### config.mk
export PLATFORM = sky130hd
export DESIGN_NAME = rca_accumulator
export DESIGN_NICKNAME = d
export VERILOG_FILES = /design/src/rtl/rca_accumulator_pkg.sv /design/src/rtl/rca_accumulator_rcag.sv /design/src/rtl/rca_accumulator.sv
export SDC_FILE = /design/constraint.sdc
export NUM_CORES = 1
export LEC_CHECK = 0
export CORE_ASPECT_RATIO = 1.75
export CORE_MARGIN = 8
export CORE_UTILIZATION = 45
export DETAILED_ROUTE_END_ITERATION = 16
export PLACE_DENSITY = 0.73
export SKIP_LAST_GASP = 1
export SLEW_MARGIN = 30
export SYNTH_ARGS = -nofsm -noshare
export SYNTH_HDL_FRONTEND = slang
export SYNTH_SLANG_ARGS = --single-unit
### constraint.sdc
create_clock -name clk -period 21.2 [get_ports clk]
set_input_delay 4.24 -clock clk [delete_from_list [all_inputs] [get_ports clk]]
set_output_delay 4.24 -clock clk [all_outputs]
set_load 0.02 [all_outputs]
### src/rtl/rca_accumulator_pkg.sv
// Shared types and constants for the packet-summing rca_accumulator block.
package rca_acc_pkg;

   typedef enum logic [1:0] {
      IDLE = 2'd0,
      ACC  = 2'd1,
      HOLD = 2'd2
   } state_t;

   // Wide all-ones pattern; the accumulator slices off its own width.
   localparam int unsigned      SAT_MAX_W    = 64;
   localparam logic [SAT_MAX_W-1:0] SAT_ALL_ONES = '1;

endpackage

### src/rtl/rca_accumulator_rcag.sv
// N-bit ripple-carry adder used as the accumulator datapath (RCAG).
module RCAG #(
   parameter int unsigned N = 32
) (
   input  logic [N-1:0] in1,
   input  logic [N-1:0] in2,
   input  logic         cin,
   output logic [N-1:0] sum,
   output logic         cout
);

   logic rc;

   // Carry ripples through a single variable so the chain stays in one process.
   always_comb begin
      rc  = cin;
      sum = '0;
      for (int unsigned i = 0; i < N; i++) begin
         sum[i] = in1[i] ^ in2[i] ^ rc;
         rc     = (in1[i] & in2[i]) | (rc & (in1[i] ^ in2[i]));
      end
      cout = rc;
   end

endmodule

### src/rtl/rca_accumulator.sv
// Sums a valid/ready packet of N-bit words through RCAG; result held until accepted.
// Optional saturation of the running sum: define RCA_ACC_SAT_EN.
module rca_accumulator
   import rca_acc_pkg::*;
#(
   parameter int unsigned N     = 32,
   parameter int unsigned CNT_W = 8
) (
   input  logic             clk,
   input  logic             rst_n,
   input  logic             in_valid,
   output logic             in_ready,
   input  logic [N-1:0]     in_data,
   input  logic             in_last,
   output logic             out_valid,
   input  logic             out_ready,
   output logic [N-1:0]     out_sum,
   output logic             out_carry,
   output logic [CNT_W-1:0] out_count
);

`ifdef RCA_ACC_SAT_EN
   localparam bit SAT_EN = 1'b1;
`else
   localparam bit SAT_EN = 1'b0;
`endif

   localparam logic [CNT_W-1:0] CNT_MAX = '1;
   localparam logic [N-1:0]     SAT_VAL = SAT_ALL_ONES[N-1:0];

   state_t           state;
   logic [N-1:0]     acc;
   logic [N-1:0]     add_sum;
   logic [N-1:0]     acc_next;
   logic             add_cout;
   logic             carry;
   logic             carry_next;
   logic [CNT_W-1:0] count;
   logic [CNT_W-1:0] count_next;
   logic             accept;

   RCAG #(.N(N)) u_rcag (
      .in1  (acc),
      .in2  (in_data),
      .cin  (1'b0),
      .sum  (add_sum),
      .cout (add_cout)
   );

   always_comb begin
      accept     = in_valid && in_ready;
      carry_next = carry | add_cout;
      // Once any beat has overflowed, the sum is pinned for the rest of the packet.
      acc_next   = (SAT_EN && carry_next) ? SAT_VAL : add_sum;
      count_next = (count == CNT_MAX) ? count : count + 1'b1;
   end

   always_ff @(posedge clk) begin
      if (!rst_n) begin
         state     <= IDLE;
         acc       <= '0;
         carry     <= 1'b0;
         count     <= '0;
         in_ready  <= 1'b0;
         out_valid <= 1'b0;
         out_sum   <= '0;
         out_carry <= 1'b0;
         out_count <= '0;
      end else begin
         case (state)
            IDLE, ACC: begin
               in_ready <= 1'b1;
               if (accept) begin
                  acc   <= acc_next;
                  carry <= carry_next;
                  count <= count_next;
                  if (in_last) begin
                     state     <= HOLD;
                     in_ready  <= 1'b0;
                     out_valid <= 1'b1;
                     out_sum   <= acc_next;
                     out_carry <= carry_next;
                     out_count <= count_next;
                  end else begin
                     state <= ACC;
                  end
               end
            end
            HOLD: begin
               if (out_ready) begin
                  state     <= IDLE;
                  out_valid <= 1'b0;
                  in_ready  <= 1'b1;
                  acc       <= '0;
                  carry     <= 1'b0;
                  count     <= '0;
               end
            end
            default: begin
               state     <= IDLE;
               in_ready  <= 1'b0;
               out_valid <= 1'b0;
            end
         endcase
      end
   end

endmodule

# == Word level (Yosys, flattened, before mapping) ==
# Index checks and enable logic that the tools add are counted.
# totals
ff_bits,86
inputBits,37
out_inout_bits,43
# op_classes
n_bitwise,158
mux,21
add_sub_neg,1
n_reduce_logical,8
eq_ne,6
# ops
op,n
32-bit 2-to-1 mux,2
32-bit one-hot mux with 2 select lines,1
1-bit bitwise AND,63
1-bit bitwise XOR,63
1-bit OR,32
8-bit 2-to-1 mux,3
8-bit one-hot mux with 2 select lines,1
3-bit AND reduction,3
"8-bit by 1-bit adder with 8-bit output, second input constant",1
"8-bit equality test, second input constant",1
1-bit 2-to-1 mux,7
2-bit 2-to-1 mux,3
"2-bit != test, second input constant",3
1-bit one-hot mux with 2 select lines,3
2-bit one-hot mux with 2 select lines,1
"2-bit by 1-bit equality test with 1-bit output, second input constant",1
"2-bit equality test, second input constant",1
2-bit zero test,1
2-bit AND reduction,1
2-bit nonzero test,1
2-bit OR reduction,1
1-bit logical AND,1

# == Logic depth before layout (Yosys ltp) ==
# Gate-level depths: netlist of run 1.
# logic_depth
word_depth,66
depth_mapped,38
mapped_depth_nobuf,38

# == Cells and area by module ==
# A second synthesis of run 1 with hierarchy kept.
# unflattened
cells_unflattened,453
hier_area_um2,4189.0
# by_module_without_submodules
mod,area_each_um2,cells_each,seq_area_each_um2,n_inst
rca_accumulator,3510.9,411,1721.7,1
RCAG,678.2,42,0.0,1

# == Least setup slack after synthesis of run 1 ==
# Ideal clock, no wire load.
# synth_timing
path_type,input port to flip-flop
start,input port in_data[0]
end,register acc[31]
arrival_time_ns,16.103
path_stages,38
required_time_ns,21.085
path_buffers,0
slack_ns,4.982
path_cell_list,ha_1 -> inv_1 -> fa_1 -> fa_1 -> fa_1 -> fa_1 -> fa_1 -> fa_1 -> fa_1 -> fa_1 -> fa_1 -> fa_1 -> fa_1 -> fa_1 -> fa_1 -> fa_1 -> fa_1 -> fa_1 -> [... 2 more ...] -> fa_1 -> fa_1 -> fa_1 -> fa_1 -> fa_1 -> fa_1 -> fa_1 -> fa_1 -> fa_1 -> fa_1 -> inv_1 -> fa_1 -> fa_1 -> inv_1 -> fa_1 -> nor2_1 -> a21oi_1 -> nor2b_1
# synth_via
elab_chain_cells,64
# synth_lines
item,line,text
"start, declared",rca_accumulator.sv:13,"input logic [N-1:0] in_data,"
1-bit bitwise AND (2 in series),rca_accumulator_rcag.sv:20,rc = (in1[i] & in2[i]) | (rc & (in1[i] ^ in2[i]));
1-bit OR,rca_accumulator_rcag.sv:20,
1-bit bitwise AND,rca_accumulator_rcag.sv:20,
1-bit OR,rca_accumulator_rcag.sv:20,
1-bit bitwise AND,rca_accumulator_rcag.sv:20,
1-bit OR,rca_accumulator_rcag.sv:20,
1-bit bitwise AND,rca_accumulator_rcag.sv:20,
1-bit OR,rca_accumulator_rcag.sv:20,
[... 47 more ...],n/a,
1-bit OR,rca_accumulator_rcag.sv:20,
1-bit bitwise AND,rca_accumulator_rcag.sv:20,
1-bit OR,rca_accumulator_rcag.sv:20,
1-bit bitwise AND,rca_accumulator_rcag.sv:20,
1-bit OR,rca_accumulator_rcag.sv:20,
1-bit bitwise XOR,rca_accumulator_rcag.sv:19,sum[i] = in1[i] ^ in2[i] ^ rc;
32-bit 2-to-1 mux,rca_accumulator.sv:73,if (accept) begin
32-bit one-hot mux with 2 select lines,rca_accumulator.sv:70,case (state)
"end signal, assigned",rca_accumulator.sv:74,acc <= acc_next;
"end, declared",rca_accumulator.sv:32,logic [N-1:0] acc;
# Every way passes these cells. The select of a mux whose other input is x is not followed.
# A chain may end at the register's enable or synchronous reset.

# == Final worst setup path of run 1 ==
# Same ends and word-level chain as after synthesis.

==> results of run 1 <==
==> layout make-up <==
class,count,area share [%]
clock inverters,4,0.3759
flip-flops and latches,86,32.33
well taps,122,2.867
multi-input cells,287,39.80
inverters,63,4.441
repair buffers,82,15.18
clock buffers,12,5.005
==> metrics by stage <==
step                      std cells  power (mW)
after global placement          640      0.2456
after CTS                       656      0.3975
after global routing            656      0.4130
after floorplan                 467      0.2228
after detailed placement        640      0.2483
final                           656      0.3916
==> routing by layer <==
| metal | wire (um) | vias up | part of all wire, % |
|---|---|---|---|
| met2 | 5165 | 47 | 56 |
| met3 | 303 | 8 | 3.3 |
| met4 | 181 | 0 | 2.0 |
| li1 | - | 1637 | - |
| met1 | 3612 | 1610 | 39 |
| met5 | 0 | - | 0 |
==> synthesized netlist by cell type (2+ instances only) <==
| master | count |
|---|---|
| a21boi_0 | 8 |
| a21oi_1 | 36 |
| a22oi_1 | 3 |
| a311oi_1 | 2 |
| a31oi_1 | 3 |
| and2_1 | 2 |
| and3_1 | 2 |
| and4_1 | 2 |
| buf_2 | 10 |
| buf_6 | 6 |
| clkbuf_1 | 14 |
| dfxtp_1 | 86 |
| fa_1 | 31 |
| ha_1 | 2 |
| inv_1 | 63 |
| nand2_1 | 48 |
| nand3_1 | 10 |
| nand3b_1 | 3 |
| nand4_1 | 4 |
| nor2_1 | 36 |
| nor2b_1 | 32 |
| nor3_1 | 5 |
| o211a_1 | 31 |
| o211ai_1 | 3 |
| o21ai_0 | 12 |
| or2_2 | 2 |
==> registers in the layout, summed over array words and instances, names as in the netlist <==
name and cells:
out_carry 1, state 2, carry 1, out_valid 1
in_ready 1, out_count 8, count 8, acc 32
out_sum 32
==> worst max-delay path by stage <==
stage                          start                   end  slack (ps)  depth (start not counted)
final                     in_data[0]  acc[31]$_SDFFE_PN0P_        4270                         39
after global routing      in_data[0]  acc[31]$_SDFFE_PN0P_        3820                         39
after CTS                 in_data[0]  acc[31]$_SDFFE_PN0P_        4260                         39
after detailed placement  in_data[0]  acc[31]$_SDFFE_PN0P_        3940                         39
after global placement    in_data[0]  acc[31]$_SDFFE_PN0P_        4150                         39
after floorplan           in_data[0]  acc[31]$_SDFFE_PN0P_        4980                         38
==> power breakdown <==
group          internal, mW  leakage (nW)  switching, mW
Combinational        0.0321          1.45         0.0353
Clock                0.0881         0.148         0.0600
Sequential            0.171         0.701        0.00534
==> logic make-up (layout without fill, tap and decap cells) <==
family | after synthesis | after routing | share of synthesized area [%]
compound gates | 102 | 102 | 17.11
xor+xnor | 1 | 1 | 0.2059
fa+ha+maj | 33 | 33 | 15.17
buf+inv | 94 | 161 | 9.732
flops | 86 | 86 | 40.46
mux | 1 | 1 | 0.2352
simple gates | 150 | 150 | 17.08
==> placed cells by master, fill, tap and decap left out, drive strengths merged <==
cell / instances
nand3b: 3
xnor2: 1
mux2i: 1
and4: 2
nand4: 4
o211a: 31
clkinv: 4
inv: 63
nand2: 48
fa: 31
o211ai: 3
clkbuf: 12
clkdlybuf4s50: 78
nor2b: 32
o21a: 1
ha: 2
or2: 2
a31oi: 3
and2: 3
and3: 2
and3b: 1
dfxtp: 86
a311oi: 3
nand2b: 1
buf: 4
a21o: 1
nand3: 10
nor2: 36
nor4bb: 1
o22ai: 1
a22oi: 3
nor3: 5
a21oi: 36
a21boi: 8
o21ai: 12
==> worst min-delay path, delay by kind of cell (launching register included) <==
family / cells / cell delay (ps)
flops: 1 / 310
simple gates: 1 / 50
compound gates: 1 / 60
==> flow_summary.ini, run 1 <==
[run_status]
outcome = complete, no violations

[routing]
drt_iter0_markers = 106
drc = 0
antenna_left = 0
via_per_inst = 5.034
wl_per_cell_um = 14.12
drt-total-wl_um = 9263
drt-pass1-iter-count = 4
vias = 3302

[timing]
timing.final.crit_period_ps = 16930
worst_clock_skew_ps = 6.969
hold-worst-slack_ps = 466.8
tns_ps = 0
setup_ws_ps = 4269
slew_headroom_pct = 47.79
final_max_slew_viol_count = 0
finalHoldViolations = 0
setup_viol = 0
tightest_slew_ps = 783.1
rsz0062_at_grt = false
fin_crit_sh_pct = 79.87
fmax_mhz = 59.06

[synthesis]
synth_edf_count = 0
async_reset_ff_share_pct = 0
synth_top_area_cell = dfxtp_1
netlist_top_cells_area = dfxtp_1, fa_1, o211a_1
syn_nets = 537
ys_ff_latch = 86
synth-main-ff-cell = dfxtp_1
seq_area_frac_synth_pct = 40.46
syn_inst = 467
synth_warnings = 0
synth_area_per_cell_um2 = 9.112
synth_cell_types = 37
synth_top_area_share_pct = 40.46
synth_area_um2 = 4255

[pwr]
peakVddDrop_uv = 58.67
leakagePower_nw = 2.300
p_per_area_nw_per_um2 = 73.54

[finish]
fillers = 870
fin_area_um2 = 5325
area_growth_pct = 25.14
final_core_util_pct = 56.95
drive_gt1_share_pct = 4.494
diodes = 0
multi_input_area_um2 = 2120
register_area_um2 = 1722
nets = 599

[global_routing]
overflow = 0
met2_usage_pct = 28.52
gr-usage-all-layers_pct = 15.36
grt_antenna_before_repair = 0
busiest_layer = met2
gr-usage-met3_pct = 3.870
grt_pass1_vias = 3427
grt_max_degree = 89
use_met1_pct = 15.35
grt_pass1_wl_um = 15260

[worst_setup_path]
path_max_fanout = 2
critPathLaunchType = input port
r2r-end = acc[31]$_SDFFE_PN0P_
critPathRequiredTime_ps = 21420
r2r_slack_ps = 8300
r2r.worst_path.cells = 38
arrival_ps = 17150
worstSetupPathType = input port to register
critPathTopFamily = adder cells
crit_path_frequent_cell = fa_1
slowest_stage = fa_1
cp_num_buf_inv = 4
critPathCaptureType = register
rr_startpoint = acc[0]$_SDFFE_PN0P_
crit_path_max_incr_delay_ps = 500

[floorplanning]
die-area_um2 = 12950
num_rows = 47
boundaryPins = 80
fp.dieW_um = 89.51
die_h_um = 144.6
start_util_pct = 45.51
core_um2 = 9350

[worst_hold_path]
hp-class = register to register
min_from = out_sum[0]$_SDFFE_PN0P_
min_to = out_sum[0]$_SDFFE_PN0P_
hold_depth = 2

[clock_network]
cts_buffer_depth = 2
cts_root_buffer = clkbuf_16
cts_setup_buffers = 0
cts_resized = 0
insertion_delay_ps = 330
h-tree-depth = 3
cts_inserted_buffers = 9
cts_tree = built
hold_buffers = 0
clock-sinks = 86
clk_pin_slew_ps = 60

[placed_design]
place_area_um2 = 5039
port_buffers = 79
hpwl_um = 6741
routabilityCongestion = 0.7954
preCtsSetupSlack_ps = 3937

[job]
maxCapViolCount = 0
Note: power is estimated with default switching activity, not from simulation.
==> inputs of run 2 (changes only) <==
==> constraint.sdc (replaced) <==
create_clock -name clk -period 17.4 [get_ports clk]
set_input_delay 3.48 -clock clk [delete_from_list [all_inputs] [get_ports clk]]
set_output_delay 3.48 -clock clk [all_outputs]
set_load 0.02 [all_outputs]
==> run 2 against run 1 <==
  * Sequential share of layout area rose by 0.11 points
  * First-iteration DRC count is 41% higher
  * Non-clock buffer count stayed put
  * Utilization is 0.20 points lower
  * Global-route usage about the same
  * Sequential cell count is the same
  * Clock skew is essentially flat
  * Sequential power rose by 22%
==> flow_summary.ini, run 2 (synthesis gave the netlist of run 1 again) <==
[run_status]
outcome = complete, no violations

[clock_network]
cts_root_buffer = clkbuf_16
clk_pin_slew_ps = 60
hold_buffers = 0
cts_tree = built
insertion_delay_ps = 330
cts_buffer_depth = 2
h-tree-depth = 3
cts_resized = 0
cts_setup_buffers = 0
cts_inserted_buffers = 9
clock-sinks = 86

[timing]
fin_crit_sh_pct = 92.99
tightest_slew_ps = 785.9
hold-worst-slack_ps = 464.7
setup_viol = 0
timing.final.crit_period_ps = 16180
final_max_slew_viol_count = 0
finalHoldViolations = 0
worst_clock_skew_ps = 6.839
setup_ws_ps = 1219
rsz0062_at_grt = false
slew_headroom_pct = 47.61
tns_ps = 0
fmax_mhz = 61.80

[floorplanning]
start_util_pct = 45.51
num_rows = 47
die_h_um = 144.6
die-area_um2 = 12950
fp.dieW_um = 89.51
boundaryPins = 80
core_um2 = 9350

[worst_setup_path]
r2r.worst_path.cells = 38
rr_startpoint = acc[0]$_SDFFE_PN0P_
critPathRequiredTime_ps = 17620
arrival_ps = 16400
crit_path_max_incr_delay_ps = 500
worstSetupPathType = input port to register
r2r-end = acc[31]$_SDFFE_PN0P_
slowest_stage = fa_1
crit_path_frequent_cell = fa_1
r2r_slack_ps = 4490
path_max_fanout = 2
critPathCaptureType = register
critPathLaunchType = input port

[finish]
register_area_um2 = 1722
layout_commonest_cell = dfxtp_1
diodes = 0
area_growth_pct = 24.70
fillers = 832
nets = 599
largestRegisters = acc x32, out_sum x32
layout_common_cells = dfxtp_1, clkdlybuf4s50_1, inv_1
multi_input_area_um2 = 2120
drive_gt1_share_pct = 4.307
fin_area_um2 = 5306

[placed_design]
place_area_um2 = 5039
hpwl_um = 6605
port_buffers = 79
preCtsSetupSlack_ps = 891.1
routabilityCongestion = 0.7950

[worst_hold_path]
min_to = out_sum[0]$_SDFFE_PN0P_
hold_depth = 2
hp-class = register to register
min_from = out_sum[0]$_SDFFE_PN0P_

[global_routing]
grt_max_degree = 89
grt_pass1_wl_um = 15280
overflow = 0
gr-usage-all-layers_pct = 15.38
grt_pass1_vias = 3365
grt_antenna_before_repair = 0

[pwr]
p_total_mw = 0.4699
peakVddDrop_uv = 68.33
leakagePower_nw = 2.290
p_per_area_nw_per_um2 = 88.56

[routing]
antenna_left = 0
wl_per_cell_um = 13.96
drt-pass1-iter-count = 4
vias = 3279
drt_iter0_markers = 149
drt-total-wl_um = 9161
drc = 0
via_per_inst = 4.998

[job]
maxCapViolCount = 0
## run 2: cell types whose count changed in the layout (fill, tap and decap cells not counted), sizes merged
cell    delta
clkinv     +1
clkbuf     -1
## run 2: layout make-up
cell class / count / share of cell area (%)
Sequential cell: 86 / 32.45
Inverter: 63 / 4.456
Multi-Input combinational cell: 287 / 39.94
Tap cell: 122 / 2.877
Clock inverter: 5 / 0.4716
Clock buffer: 11 / 4.574
Timing Repair Buffer: 82 / 15.23
## run 2: how the worst max path moves through the flow
stage	start	to	slack, ps	cells after the start
floorplan	in_data[0]	acc[31]$_SDFFE_PN0P_	1940	38
CTS	in_data[0]	acc[31]$_SDFFE_PN0P_	1220	39
finish	in_data[0]	acc[31]$_SDFFE_PN0P_	1220	39
global route	in_data[0]	acc[31]$_SDFFE_PN0P_	820	39
detailed placement	in_data[0]	acc[31]$_SDFFE_PN0P_	890	39
global placement	in_data[0]	acc[31]$_SDFFE_PN0P_	1110	39
## run 2: per-stage QoR
| step | cells | util, % |
|---|---|---|
| final | 656 | 56.75 |
| after global routing | 656 | 56.75 |
| after CTS | 656 | 56.75 |
| after detailed placement | 640 | 53.89 |
| after global placement | 640 | 53.89 |
| after floorplan | 467 | - |
## run 2: power by group
part | total [mW] | switching (mW) | internal (mW)
Clock | 0.174 | 0.0744 | 0.0993
Sequential | 0.214 | 0.00628 | 0.208
Combinational | 0.0819 | 0.0429 | 0.0390
Total | 0.470 | 0.124 | 0.346
## run 2: critical path: cells and delay by family
kind	cells	cell delay, ps
buf+inv	4	640
simple gates	2	120
fa+ha+maj	32	12030
compound gates	1	140
## run 2: routing by layer
metal / GRT usage, % / up-vias / routed length, um
li1: - / 1632 / -
met1: 16.06 / 1565 / 3553
met2: 28.21 / 66 / 5043
met3: 1.821 / 16 / 345
met4: 8.818 / 0 / 219
met5: 0 / - / 0
==> inputs of run 3 (changes only) <==
--- a/config.mk
+++ b/config.mk
@@ -7,9 +7,9 @@
 export LEC_CHECK = 0
 export CORE_ASPECT_RATIO = 1.75
 export CORE_MARGIN = 8
-export CORE_UTILIZATION = 45
+export CORE_UTILIZATION = 30
 export DETAILED_ROUTE_END_ITERATION = 16
-export PLACE_DENSITY = 0.73
+export PLACE_DENSITY = 0.53
 export SKIP_LAST_GASP = 1
 export SLEW_MARGIN = 30
 export SYNTH_ARGS = -nofsm -noshare
==> run 3 against run 2 <==
  * Die area grew 42%
  * Total power grew 9.4%
  * Non-clock buffer count is the same
  * Clock power grew 25%
  * Worst hold slack lost 2.8 ps
  * Critical endpoint unchanged
  * Largest power group is now the clock network
==> flow_summary.ini, run 3 (synthesis gave the netlist of run 1 again) <==
[finish]
largestRegisters = acc x32, out_sum x32
area_growth_pct = 27.82
layout_commonest_cell = dfxtp_1
drive_gt1_share_pct = 3.933
nets = 599
diodes = 0
layout_common_cells = dfxtp_1, clkdlybuf4s50_1, inv_1
register_area_um2 = 1722
multi_input_area_um2 = 2120
fillers = 1443

[worst_setup_path]
worstSetupPathType = input port to register
critPathTopFamily = adder cells
cp_num_buf_inv = 4
crit_path_max_incr_delay_ps = 490
critPathRequiredTime_ps = 17620
path_max_fanout = 2
arrival_ps = 16450
critPathCaptureType = register
crit_path_frequent_cell = fa_1
slowest_stage = fa_1
critPathLaunchType = input port

[timing]
final_max_slew_viol_count = 0
slew_headroom_pct = 45.71
fmax_mhz = 61.61
rsz0062_at_grt = false
setup_viol = 0
fin_crit_sh_pct = 93.29
tightest_slew_ps = 814.4
finalHoldViolations = 0
worst_clock_skew_ps = 7.226
tns_ps = 0
timing.final.crit_period_ps = 16230

[routing]
wl_per_cell_um = 14.24
via_per_inst = 4.595
antenna_left = 0
vias = 3267
drt_iter0_markers = 81
drt-total-wl_um = 10130
drc = 0
drt-pass1-iter-count = 4

[global_routing]
grt_pass1_vias = 3427
grt_antenna_before_repair = 0
grt_max_degree = 89
grt_pass1_wl_um = 16860
overflow = 0
gr-usage-all-layers_pct = 11.47

[clock_network]
h-tree-depth = 3
cts_root_buffer = clkbuf_16
clk_pin_slew_ps = 60
insertion_delay_ps = 330
clock-sinks = 86
cts_buffer_depth = 2
hold_buffers = 0
cts_inserted_buffers = 9
cts_tree = built
cts_setup_buffers = 0
cts_resized = 0

[placed_design]
hpwl_um = 7137
port_buffers = 79
routabilityCongestion = 0.7587

[job]
maxCapViolCount = 0

[floorplanning]
fp.dieW_um = 106.0
die_h_um = 173.6
boundaryPins = 80
start_util_pct = 30.60
die-area_um2 = 18400
core_um2 = 13910
num_rows = 57

[pwr]
p_total_mw = 0.5139
peakVddDrop_uv = 42.05
p_per_area_nw_per_um2 = 94.48
leakagePower_nw = 2.312

[worst_hold_path]
hp-class = register to register

[run_status]
outcome = complete, no violations
==> run 3: cell types whose count changed in the layout (fill, tap and decap cells not counted) <==
cell and delta:
clkbuf_8 -1, bufinv_16 +3, clkinv_2 -4, clkbuf_1 +2
==> run 3: final cells by class <==
class,instances,share of cell area (%)
Inverter,63,4.348
Tap cell,177,4.072
Multi-Input combinational cell,287,38.97
Clock buffer,12,4.348
Clock inverter,4,1.748
Sequential cell,86,31.65
Timing Repair Buffer,82,14.86
==> run 3: final timing paths <==
kind                           start                      end  slack, ps  cells past startpoint
max                       in_data[0]     acc[31]$_SDFFE_PN0P_       1170                     39
min          out_sum[0]$_SDFFE_PN0P_  out_sum[0]$_SDFFE_PN0P_        460                      2
max reg2reg      acc[0]$_SDFFE_PN0P_     acc[31]$_SDFFE_PN0P_       4440                     38
min reg2reg  out_sum[0]$_SDFFE_PN0P_  out_sum[0]$_SDFFE_PN0P_        460                      2
==> run 3: stage by stage <==
stage	instance area (um^2)	worst slack [ps]	hold slack, ps	cells	utilization, %
floorplan	4255	1942	476.3	467	-
global placement	5107	1021	453.4	695	36.73
global route	5439	686.7	491.6	711	39.11
finish	5439	1168	461.9	711	39.11
detailed placement	5107	857.6	459.0	695	36.73
CTS	5439	1157	467.7	711	39.11
==> run 3: metal layers <==
layer	GRT usage, %	part of all wire [%]
met5	0	0
met4	5.251	2.0
met2	20.64	54
met3	2.941	3.6
met1	12.02	40
==> run 3: tightest hold or removal path: cells and delay by family, from the launching register on <==
kind               cells  cell delay (ps)
and+or+nand+nor        1               40
DFF                    1              310
AOI/OAI and AO/OA      1               60
==> run 3: power by group <==
part           switching [mW]  total [mW]  internal (mW)
clock                  0.0766       0.217          0.140
combinational          0.0436      0.0827         0.0392
sequential            0.00623       0.214          0.208
total                   0.126       0.514          0.387
